--- config.mk ---
export PLATFORM = sky130hd
export DESIGN_NAME = alu_muldiv_sequencer
export DESIGN_NICKNAME = d
export VERILOG_FILES = /design/src/rtl/alu_muldiv_sequencer.sv
export SDC_FILE = /design/constraint.sdc
export NUM_CORES = 1
export LEC_CHECK = 0
export ABC_AREA = 1
export BUFFER_PORTS_ARGS = -buffer_cell sky130_fd_sc_hd__buf_2
export CAP_MARGIN = 30
export CORE_AREA = 2 2 179 181
export CTS_CLUSTER_DIAMETER = 100
export DETAILED_ROUTE_END_ITERATION = 10
export DIE_AREA = 0 0 181 183
export MAX_ROUTING_LAYER = met4
export PLACE_DENSITY = 0.69
export REMOVE_ABC_BUFFERS = 1
export SLEW_MARGIN = 20
export SYNTH_ARGS = -nofsm -noshare
export SYNTH_HDL_FRONTEND = slang
export SYNTH_SLANG_ARGS = --single-unit
export TNS_END_PERCENT = 30
--- constraint.sdc ---
create_clock -name clock -period 3 [get_ports clock]
set_input_delay 0.15 -clock clock [delete_from_list [all_inputs] [get_ports clock]]
set_output_delay 0.15 -clock clock [all_outputs]
set_load 0.005 [all_outputs]
--- src/rtl/alu_muldiv_sequencer.sv ---
`default_nettype none
// +--------------------------------------------------------------------------+
// | alu_muldiv_sequencer: 64-step shift-add multiply / restoring divide      |
// | driving an external add/subtract ALU.                Revision: 1.0       |
// +--------------------------------------------------------------------------+
module alu_muldiv_sequencer #(
  parameter int N = 64
) (
  input  logic         clock,
  input  logic         reset,
  input  logic         start,
  input  logic         op,
  input  logic [N-1:0] opa,
  input  logic [N-1:0] opb,
  output logic [N-1:0] alu_a,
  output logic [N-1:0] alu_b,
  output logic [4:0]   alu_fs,
  input  logic [N-1:0] alu_f,
  input  logic [3:0]   alu_status,
  output logic         busy,
  output logic         done,
  output logic         dz,
  output logic [N-1:0] result_hi,
  output logic [N-1:0] result_lo
);

  localparam logic [5:0] CNT_LAST = 6'(N - 1);
  localparam logic [4:0] FS_ADD   = 5'b01000;
  localparam logic [4:0] FS_SUB   = 5'b01001;
  localparam logic       OP_MUL   = 1'b0;

  typedef enum logic [0:0] {
    IDLE = 1'b0,
    STEP = 1'b1
  } state_t;

  state_t       state, state_next;
  logic [N-1:0] hi, hi_next;
  logic [N-1:0] lo, lo_next;
  logic [N-1:0] m, m_next;
  logic         opreg, opreg_next;
  logic [5:0]   cnt, cnt_next;
  logic         done_r, done_next;
  logic         dz_r, dz_next;

  logic [N-1:0] rs;
  logic         carry;
  logic         take;
  logic         unused_flags;

  // Only the carry flag matters: it is the 65th sum bit for MUL and the
  // not-borrow indication for DIV.
  assign carry        = alu_status[2];
  assign unused_flags = ^{alu_status[3], alu_status[1:0]};
  assign rs           = {hi[N-2:0], lo[N-1]};
  assign take         = hi[N-1] | carry;

  always_ff @(posedge clock) begin
    if (reset) begin
      state  <= IDLE;
      hi     <= '0;
      lo     <= '0;
      m      <= '0;
      opreg  <= 1'b0;
      cnt    <= '0;
      done_r <= 1'b0;
      dz_r   <= 1'b0;
    end else begin
      state  <= state_next;
      hi     <= hi_next;
      lo     <= lo_next;
      m      <= m_next;
      opreg  <= opreg_next;
      cnt    <= cnt_next;
      done_r <= done_next;
      dz_r   <= dz_next;
    end
  end

  always_comb begin
    state_next = state;
    hi_next    = hi;
    lo_next    = lo;
    m_next     = m;
    opreg_next = opreg;
    cnt_next   = cnt;
    done_next  = 1'b0;
    dz_next    = dz_r;
    alu_a      = '0;
    alu_b      = '0;
    alu_fs     = 5'b00000;

    case (state)
      IDLE: begin
        if (start) begin
          opreg_next = op;
          hi_next    = '0;
          cnt_next   = CNT_LAST;
          dz_next    = 1'b0;
          if (op == OP_MUL) begin
            lo_next    = opb;
            m_next     = opa;
            state_next = STEP;
          end else if (opb != '0) begin
            lo_next    = opa;
            m_next     = opb;
            state_next = STEP;
          end else begin
            // Divide by zero completes without stepping: remainder is the
            // dividend, quotient saturates to all ones.
            hi_next   = opa;
            lo_next   = '1;
            dz_next   = 1'b1;
            done_next = 1'b1;
          end
        end
      end

      STEP: begin
        if (opreg == OP_MUL) begin
          alu_a   = hi;
          alu_b   = lo[0] ? m : '0;
          alu_fs  = FS_ADD;
          hi_next = {carry, alu_f[N-1:1]};
          lo_next = {alu_f[0], lo[N-1:1]};
        end else begin
          alu_a   = rs;
          alu_b   = m;
          alu_fs  = FS_SUB;
          hi_next = take ? alu_f : rs;
          lo_next = {lo[N-2:0], take};
        end
        cnt_next = cnt - 6'd1;
        if (cnt == 6'd0) begin
          state_next = IDLE;
          done_next  = 1'b1;
        end
      end

      default: state_next = IDLE;
    endcase
  end

  assign busy      = (state == STEP);
  assign done      = done_r;
  assign dz        = dz_r;
  assign result_hi = hi;
  assign result_lo = lo;

endmodule
`default_nettype wire
# After elaboration in Yosys (flattened, before gate mapping)
# Cells that the tools add are included.
[word_totals] reg_bits=202 in_bits=200
[op_classes] reduce_logical=4 eq_ne=2 addsub=1 n_bitwise=2 mux=32
[ops] cell="$mux 64" n=16
[ops] cell="$pmux 64 s2" n=2
[ops] cell="$reduce_bool 64->1" n=1
[ops] cell="$pmux 6 s2" n=1
[ops] cell="$mux 1" n=9
[ops] cell="$logic_not 6->1" n=1
[ops] cell="$mux 6" n=1
[ops] cell="$sub 6x1->6 const B" n=1
[ops] cell="$mux 4" n=1
[ops] cell="$pmux 1 s2" n=2
[ops] cell="$reduce_and 3->1" n=1
[ops] cell="$ne 2x1->1 const B" n=1
[ops] cell="$ne 2x2->1 const B" n=1
[ops] cell="$reduce_and 2->1" n=1
[ops] cell="$not 1->1" n=1
[ops] cell="$or 1x1->1" n=1

# Depth between registers and ports, before layout
# Gate-level depths: netlist (run 1).
[logic_depth] depth_word=5 depth_mapped=12 mapped_depth_nobuf=10

# Worst setup path after synthesis (run 1)
# Ideal clock, no wire load.
[synth_timing] path_kind="reg-to-reg" from="register state (netlist: busy)" to="register lo[15] (netlist: result_lo[15])" slack_ps=1509 period_less_slack_ps=1491 setup_ps=132 arrival_time_ps=1358 stages_incl_launch_ff=8 n_path_buf=2 cell_sequence="dfxtp_1 > inv_2 > nand2_1 > buf_2 > buf_2 > a21oi_1 > a221oi_1 > a21oi_1"
[synth_via] elab_chain_cells=2 elab_cells_between_ends=3 classes_between="1 x eq/ne; 1 x mux; 1 x bitwise"
[synth_lines] item="start: declaration" line="37" rtl="state_t state, state_next;"
[synth_lines] item="start signal: assignment" line="69" rtl="state <= state_next;"
[synth_lines] item="$not 1->1 (no source line)"
[synth_lines] item="$pmux 64 s2 or $ne 2x2->1 (tied branches)"
[synth_lines] item="end signal: assignment" line="71" rtl="lo <= lo_next;"
[synth_lines] item="end: declaration" line="39" rtl="logic [N-1:0] lo, lo_next;"
# Parallel ways exist; a longest one is shown, timed or not.
# A chain may end at the register's enable or synchronous reset.

# Final worst setup path (run 1)
[layout_timing] from="register state (netlist: busy)" to="output alu_a[63]"
[layout_via] elab_chain_cells=1
[layout_lines] item="$mux 64" line="93" rtl="case (state)"
[layout_lines] item="end: declaration" line="15" rtl="output logic [N-1:0] alu_a,"
# No other way between the ends.

==> impl_metrics.json, run 1 <==
{
  "io_buffers": 457,
  "grt_use_total_pct": 33.64,
  "viasPerCell": 5.526,
  "path_cells": "buf_6 -> buf_4 -> o21ai_0 -> a21oi_1 -> buf_2",
  "ys.flop_type": "dfxtp_1",
  "final_nets": 2928,
  "slew_headroom_pct": 38.05,
  "rsz0062_at_grt": "false",
  "wl_met2_microns": 26110,
  "max_freq_mhz": 358.9,
  "n_fill_cell": 3176,
  "syn_to_final_growth_pct": 28.48,
  "crit_start": "busy$_SDFF_PP0_",
  "synth_cell_type_count": 32,
  "outcome": "complete, no violations",
  "reg2reg_depth": 6,
  "cp_slowest_stage_delay_ps": 700,
  "first_pass_iters": 6,
  "synth-seq-area-share_pct": 29.49,
  "vdd_ir_drop_max_mv": 0.3189,
  "worst_slew_pin_slew_ps": 923.5,
  "vias": 17424,
  "syn_area_sq_um": 13710,
  "cts_buffers": 25,
  "cts_root_buf": "clkbuf_16",
  "ctsLongestPathBuffers": 3,
  "placedCellCount": 3022,
  "antenna_found_initial": 6,
  "mostFrequentLayoutCell": "buf_2",
  "dp_hpwl_microns": 36510,
  "cts_sinks": 202,
  "cp-endpoint": "alu_a[63]",
  "drt_iter0_drc": 1552,
  "yosysWarnings": 0,
  "die_h_microns": 183,
  "r2r-start": "busy$_SDFF_PP0_",
  "start_kind": "flop",
  "grt_max_degree": 203,
  "drive_gt1_share_pct": 20.15,
  "initial_core_util_pct": 43.91,
  "crit_required_ps": 2850,
  "syn_avg_cell_area_sq_um": 5.871,
  "fin_crit_sh_pct": 92.89,
  "crit_fanout": 56,
  "fin_crit_ps": 2787,
  "critPathSlowestCell": "dfxtp_4",
  "ant_nets": 0,
  "cts_tree": "yes",
  "pwr_density_cell_nw_per_um2": 464.5,
  "path_clk_slew_ps": 60,
  "maxCapViolations": 0,
  "synthArstFlopShare_pct": 0,
  "fin_cells": 3153,
  "slew_violations": 0,
  "route.met3.wl_microns": 4959,
  "dieArea_sq_um": 33120,
  "remaining_drc_errors": 0,
  "core_sq_um": 31230,
  "final_hold_viol_count": 0,
  "finalSetupViolations": 0,
  "synth-edff-count": 0,
  "routed.top_layer": "met4",
  "placedInstanceArea_sq_um": 15980,
  "fp.dieW_microns": 181,
  "globalplace.congestion": 0.8798,
  "reg2reg_slack_ps": 520,
  "cp-end-kind": "output pin",
  "fin_worst_skew_ps": 18.12,
  "final_area_sq_um": 17620,
  "grt_pass1_vias": 16098,
  "critPathArrivalTime_ps": 2640,
  "ys_ff_latch": 202,
  "synth_cells": 2336,
  "insertion_delay_ps": 540,
  "hold_path.startpoint": "opb[61]",
  "wl_microns": 56610,
  "postCtsSetupBuffers": 0,
  "final_cell_mix": "buf_2 (455), nand2_1 (420), a21oi_1 (354)",
  "hp-class": "input pin to flop",
  "p_leak_nw": 8.641,
  "row_count": 65,
  "critPathKind": "flop to output pin",
  "cts-htree-levels": 1,
  "r2r-end": "result_hi[13]$_SDFFE_PP0P_",
  "p_total_mw": 8.186,
  "wl_per_cell_microns": 17.95,
  "io-pin-count": 464,
  "grt_pass1_wl_microns": 87970,
  "grt_overflow": 0,
  "wirelength_met1_microns": 23390
}
## Yosys cell counts, types with 41 or more instances
master / n / area share [%]
a21oi_1: 354 / 13
a221oi_1: 41 / 2.6
buf_2: 57 / 2.1
clkbuf_1: 113 / 3.1
dfxtp_1: 202 / 29
inv_1: 261 / 7.1
nand2_1: 421 / 12
nand3_1: 42 / 1.5
nand4_1: 65 / 3.0
nor2_1: 322 / 8.8
nor3_1: 67 / 2.4
o21ai_0: 297 / 11
## how the worst min path moves through the flow
stage	end	slack (ps)	cells after the start
after floorplan	busy$_SDFF_PP0_	220	1
after global placement	result_hi[12]$_SDFFE_PP0P_	450	3
after detailed placement	result_hi[48]$_SDFFE_PP0P_	460	3
after CTS	result_hi[0]$_SDFFE_PP0P_	0.1	5
after global routing	result_hi[33]$_SDFFE_PP0P_	30	5
final	m[61]$_SDFFE_PP0P_	8	5
## what timing repair did
item | 4_1_cts | 5_1_grt
hold endpoints to repair | 77 | 0
gates resized for setup | 0 | 1
endpoints found under the setup margin | 0 | 15
hold buffers | 77 | 0
## final cells by class
| cell class | instances | area [sq um] | area share (%) |
|---|---|---|---|
| Tap cell | 402 | 503.0 | 2.855 |
| Inverter | 267 | 1011 | 5.737 |
| Clock inverter | 4 | 22.52 | 0.1278 |
| Timing Repair Buffer | 566 | 3461 | 19.64 |
| Antenna cell | 7 | 17.52 | 0.09941 |
| Clock buffer | 41 | 787.0 | 4.466 |
| Sequential cell | 202 | 4051 | 22.99 |
| Multi-Input combinational cell | 1664 | 7767 | 44.08 |
## cells by family (layout without fill, tap and decap cells)
| logic type | after synthesis | count (layout) | share of synthesized area (%) |
|---|---|---|---|
| simple gates | 931 | 931 | 28.02 |
| compound gates | 728 | 728 | 27.93 |
| buf+inv | 472 | 878 | 14.36 |
| flops | 202 | 202 | 29.49 |
| fa+ha+maj | 2 | 2 | 0.1824 |
| other cells | 1 | 10 | 0.02734 |
## sequential cells by signal, indices dropped and copies added, names as in the netlist
signal     count
result_hi     64
done           1
cnt            6
m             64
dz             1
busy           1
result_lo     64
opreg          1
## per-layer routing
layer / up-vias / GRT usage, %
li1: 8461 / -
met1: 7947 / 41.97
met2: 879 / 55.89
met3: 137 / 4.925
met4: 0 / 11.67
met5: - / -
## per-stage QoR
| stage | utilization (%) | setup slack (ps) | setup TNS [ps] | hold slack (ps) |
|---|---|---|---|---|
| 2_1_floorplan | - | -5019 | -1149670 | 219.1 |
| 3_3_place_gp | 51.17 | 606.3 | 0 | 445.9 |
| 3_5_place_dp | 51.17 | 548.0 | 0 | 455.3 |
| 4_1_cts | 56.23 | 124.6 | 0 | 0.1041 |
| 5_1_grt | 56.41 | 13.19 | 0 | 25.95 |
| 6_report | 56.42 | 213.3 | 0 | 8.030 |
## worst max-delay path, delay by kind of cell, from the launching register on
kind / cells / cell delay, ps
AOI/OAI and AO/OA: 2 / 330
buffers and inverters: 3 / 1010
DFF: 1 / 700
## where the power goes
group          total [mW]  switching (mW)  internal (mW)
logic                2.10            1.34          0.762
clock network        3.01            1.23           1.78
registers            3.08           0.182           2.90
(Power assumes the default switching activity.)
==> run 2: changes to the inputs <==
--- a/config.mk
+++ b/config.mk
@@ -8,12 +8,14 @@
 export ABC_AREA = 1
 export BUFFER_PORTS_ARGS = -buffer_cell sky130_fd_sc_hd__buf_2
 export CAP_MARGIN = 30
-export CORE_AREA = 2 2 179 181
+export CELL_PAD_IN_SITES_DETAIL_PLACEMENT = 1
+export CELL_PAD_IN_SITES_GLOBAL_PLACEMENT = 1
+export CORE_MARGIN = 2
+export CORE_UTILIZATION = 37
 export CTS_CLUSTER_DIAMETER = 100
 export DETAILED_ROUTE_END_ITERATION = 10
-export DIE_AREA = 0 0 181 183
 export MAX_ROUTING_LAYER = met4
-export PLACE_DENSITY = 0.69
+export PLACE_DENSITY = 0.85
 export REMOVE_ABC_BUFFERS = 1
 export SLEW_MARGIN = 20
 export SYNTH_ARGS = -nofsm -noshare
==> run 2 against run 1 <==
  * Clock skew shrank 0.88 ps
  * Sequential power hardly changed
  * Via count rose by 5.6%
  * Sequential cell count is the same
  * Worst hold slack got worse by 7.5 ps
  * Count of clock-buffer cells in the layout unchanged
  * First-iteration DRC count shrank 33%
  * Clock power is 8.6% higher
  * Non-clock buffer count grew 2
  * Critical path depth shrank 1
  * Die area rose by 17%
  * Wire length increased by 20%
==> impl_metrics.json, run 2 (synthesis results as in run 1) <==
{
  "maxCapViolations": 0,
  "placedInstanceArea_sq_um": 16060,
  "final_nets": 2932,
  "grt_pass1_vias": 18979,
  "vdd_ir_drop_max_mv": 0.4515,
  "layout_setup_ws_ps": 289.3,
  "fin_crit_ps": 2711,
  "cts_tree": "yes",
  "p_sw_share_pct": 34.29,
  "worst_slew_pin_slew_ps": 965.0,
  "final_hold_viol_count": 0,
  "row_count": 70,
  "p_total_mw": 8.563,
  "drive_gt1_share_pct": 20.13,
  "hp-class": "input pin to flop",
  "wl_microns": 68010,
  "reg2reg_slack_ps": 620,
  "worst_hold_slack_ps": 0.5459,
  "slew_headroom_pct": 35.57,
  "globalplace.congestion": 0.8493,
  "io-pin-count": 464,
  "critPathKind": "flop to output pin",
  "r2r-start": "busy$_SDFF_PP0_",
  "rsz0062_at_grt": "false",
  "die_h_microns": 196.5,
  "pwr_density_cell_nw_per_um2": 482.6,
  "reg2reg_depth": 5,
  "p_switching_mw": 2.936,
  "fin_crit_sh_pct": 90.36,
  "outcome": "complete, no violations",
  "clkPwrFrac_pct": 38.2,
  "fp.dieW_microns": 196.5,
  "fin_worst_skew_ps": 17.24,
  "initial_core_util_pct": 37.55,
  "final_area_sq_um": 17740,
  "p_int_mw": 5.627,
  "wl_per_cell_microns": 21.09,
  "io_buffers": 457,
  "grt_overflow": 0,
  "start_kind": "flop",
  "mostFrequentLayoutCell": "buf_2",
  "remaining_drc_errors": 0,
  "crit_fanout": 68,
  "ant_nets": 0,
  "vias": 18400,
  "pre_cts_ws_ps": 641.1,
  "crit_required_ps": 2850,
  "cts-resized-gates": 0,
  "final_cell_mix": "buf_2 (455), nand2_1 (420), a21oi_1 (354)",
  "cts_root_buf": "clkbuf_16",
  "grt_max_degree": 205,
  "syn_to_final_growth_pct": 29.38,
  "placedCellCount": 3090,
  "slew_violations": 0,
  "combinationalPowerShare_pct": 25.8,
  "grt_use_total_pct": 34.93,
  "dieArea_sq_um": 38620,
  "cts_buffers": 27,
  "postCtsSetupBuffers": 0,
  "cp-endpoint": "alu_a[57]",
  "cts_sinks": 202,
  "dp_hpwl_microns": 42750,
  "cp-end-kind": "output pin",
  "core_sq_um": 36520,
  "pwr-share-seq_pct": 36.1,
  "critPathArrivalTime_ps": 2560,
  "path_clk_slew_ps": 60,
  "fin_cells": 3225,
  "r2r-end": "result_lo[50]$_SDFFE_PP0P_",
  "ctsLongestPathBuffers": 3,
  "finalSetupViolations": 0,
  "n_fill_cell": 5126,
  "insertion_delay_ps": 540,
  "p_leak_nw": 8.660,
  "grt_pass1_wl_microns": 104800,
  "max_freq_mhz": 368.9,
  "viasPerCell": 5.705,
  "postCtsHoldBufs": 79,
  "first_pass_iters": 5,
  "crit_start": "opreg$_SDFFE_PP0P_",
  "cts-htree-levels": 1,
  "drt_iter0_drc": 1036,
  "antenna_found_initial": 10
}
[run 2: changes by cell type in the layout (fill, tap and decap cells not counted), moves of 2 or more]
cell and delta:
buf_12 -5, buf_4 +5, clkbuf_8 -4, diode_2 +3, bufinv_16 +2, clkbuf_1 +2, clkbuf_16 +2, dlygate4sd3_1 +2
[run 2: final cells by class]
cell class              count  area [sq um]  share of cell area (%)
multi-input cells        1664          7767                   43.78
inverters                 267          1015                   5.719
repair buffers            568          3435                   19.36
diodes                     10         25.02                  0.1410
well taps                 468         585.6                   3.300
clock inverters             5         75.07                  0.4231
clock buffers              41         789.5                   4.450
flip-flops and latches    202          4051                   22.83
[run 2: metrics by stage]
stage / setup TNS [ps] / utilization [%]
6_report: 0 / 48.58
5_1_grt: 0 / 48.58
4_1_cts: 0 / 48.51
3_5_place_dp: 0 / 43.98
3_3_place_gp: 0 / 43.91
2_1_floorplan: -1149670 / -
[run 2: critical path, cell delays in order (launching register included)]
cell and delay [ps]:
dfxtp_4 740, buf_4 660, o21ai_0 250, a21oi_1 170, buf_2 140
[run 2: power groups by stage]
stage / sequential, mW / combinational, mW / clock, mW
2_1_floorplan: 3.16 / 1.05 / 0
3_3_place_gp: 3.12 / 1.95 / 0
3_5_place_dp: 3.14 / 2.04 / 0
4_1_cts: 3.08 / 2.15 / 3.31
5_1_grt: 3.11 / 2.43 / 3.43
6_report: 3.09 / 2.21 / 3.27
[run 2: per-layer routing]
layer / wire [microns] / track usage [%] / vias up / part of all wire (%)
li1: - / - / 8474 / -
met1: 27060 / 40.83 / 8833 / 40
met2: 31970 / 57.24 / 821 / 47
met3: 4689 / 5.082 / 272 / 6.9
met4: 4288 / 20.62 / 0 / 6.3
met5: 0 / - / - / 0
[run 2: worst min-delay path by stage]
| stage | start | to | cells past startpoint |
|---|---|---|---|
| finish | opb[54] | m[54]$_SDFFE_PP0P_ | 5 |
| CTS | opb[17] | m[17]$_SDFFE_PP0P_ | 5 |
| global placement | opa[12] | result_hi[12]$_SDFFE_PP0P_ | 3 |
| floorplan | reset | busy$_SDFF_PP0_ | 1 |
| detailed placement | opa[1] | result_hi[1]$_SDFFE_PP0P_ | 3 |
| global route | opb[54] | m[54]$_SDFFE_PP0P_ | 5 |
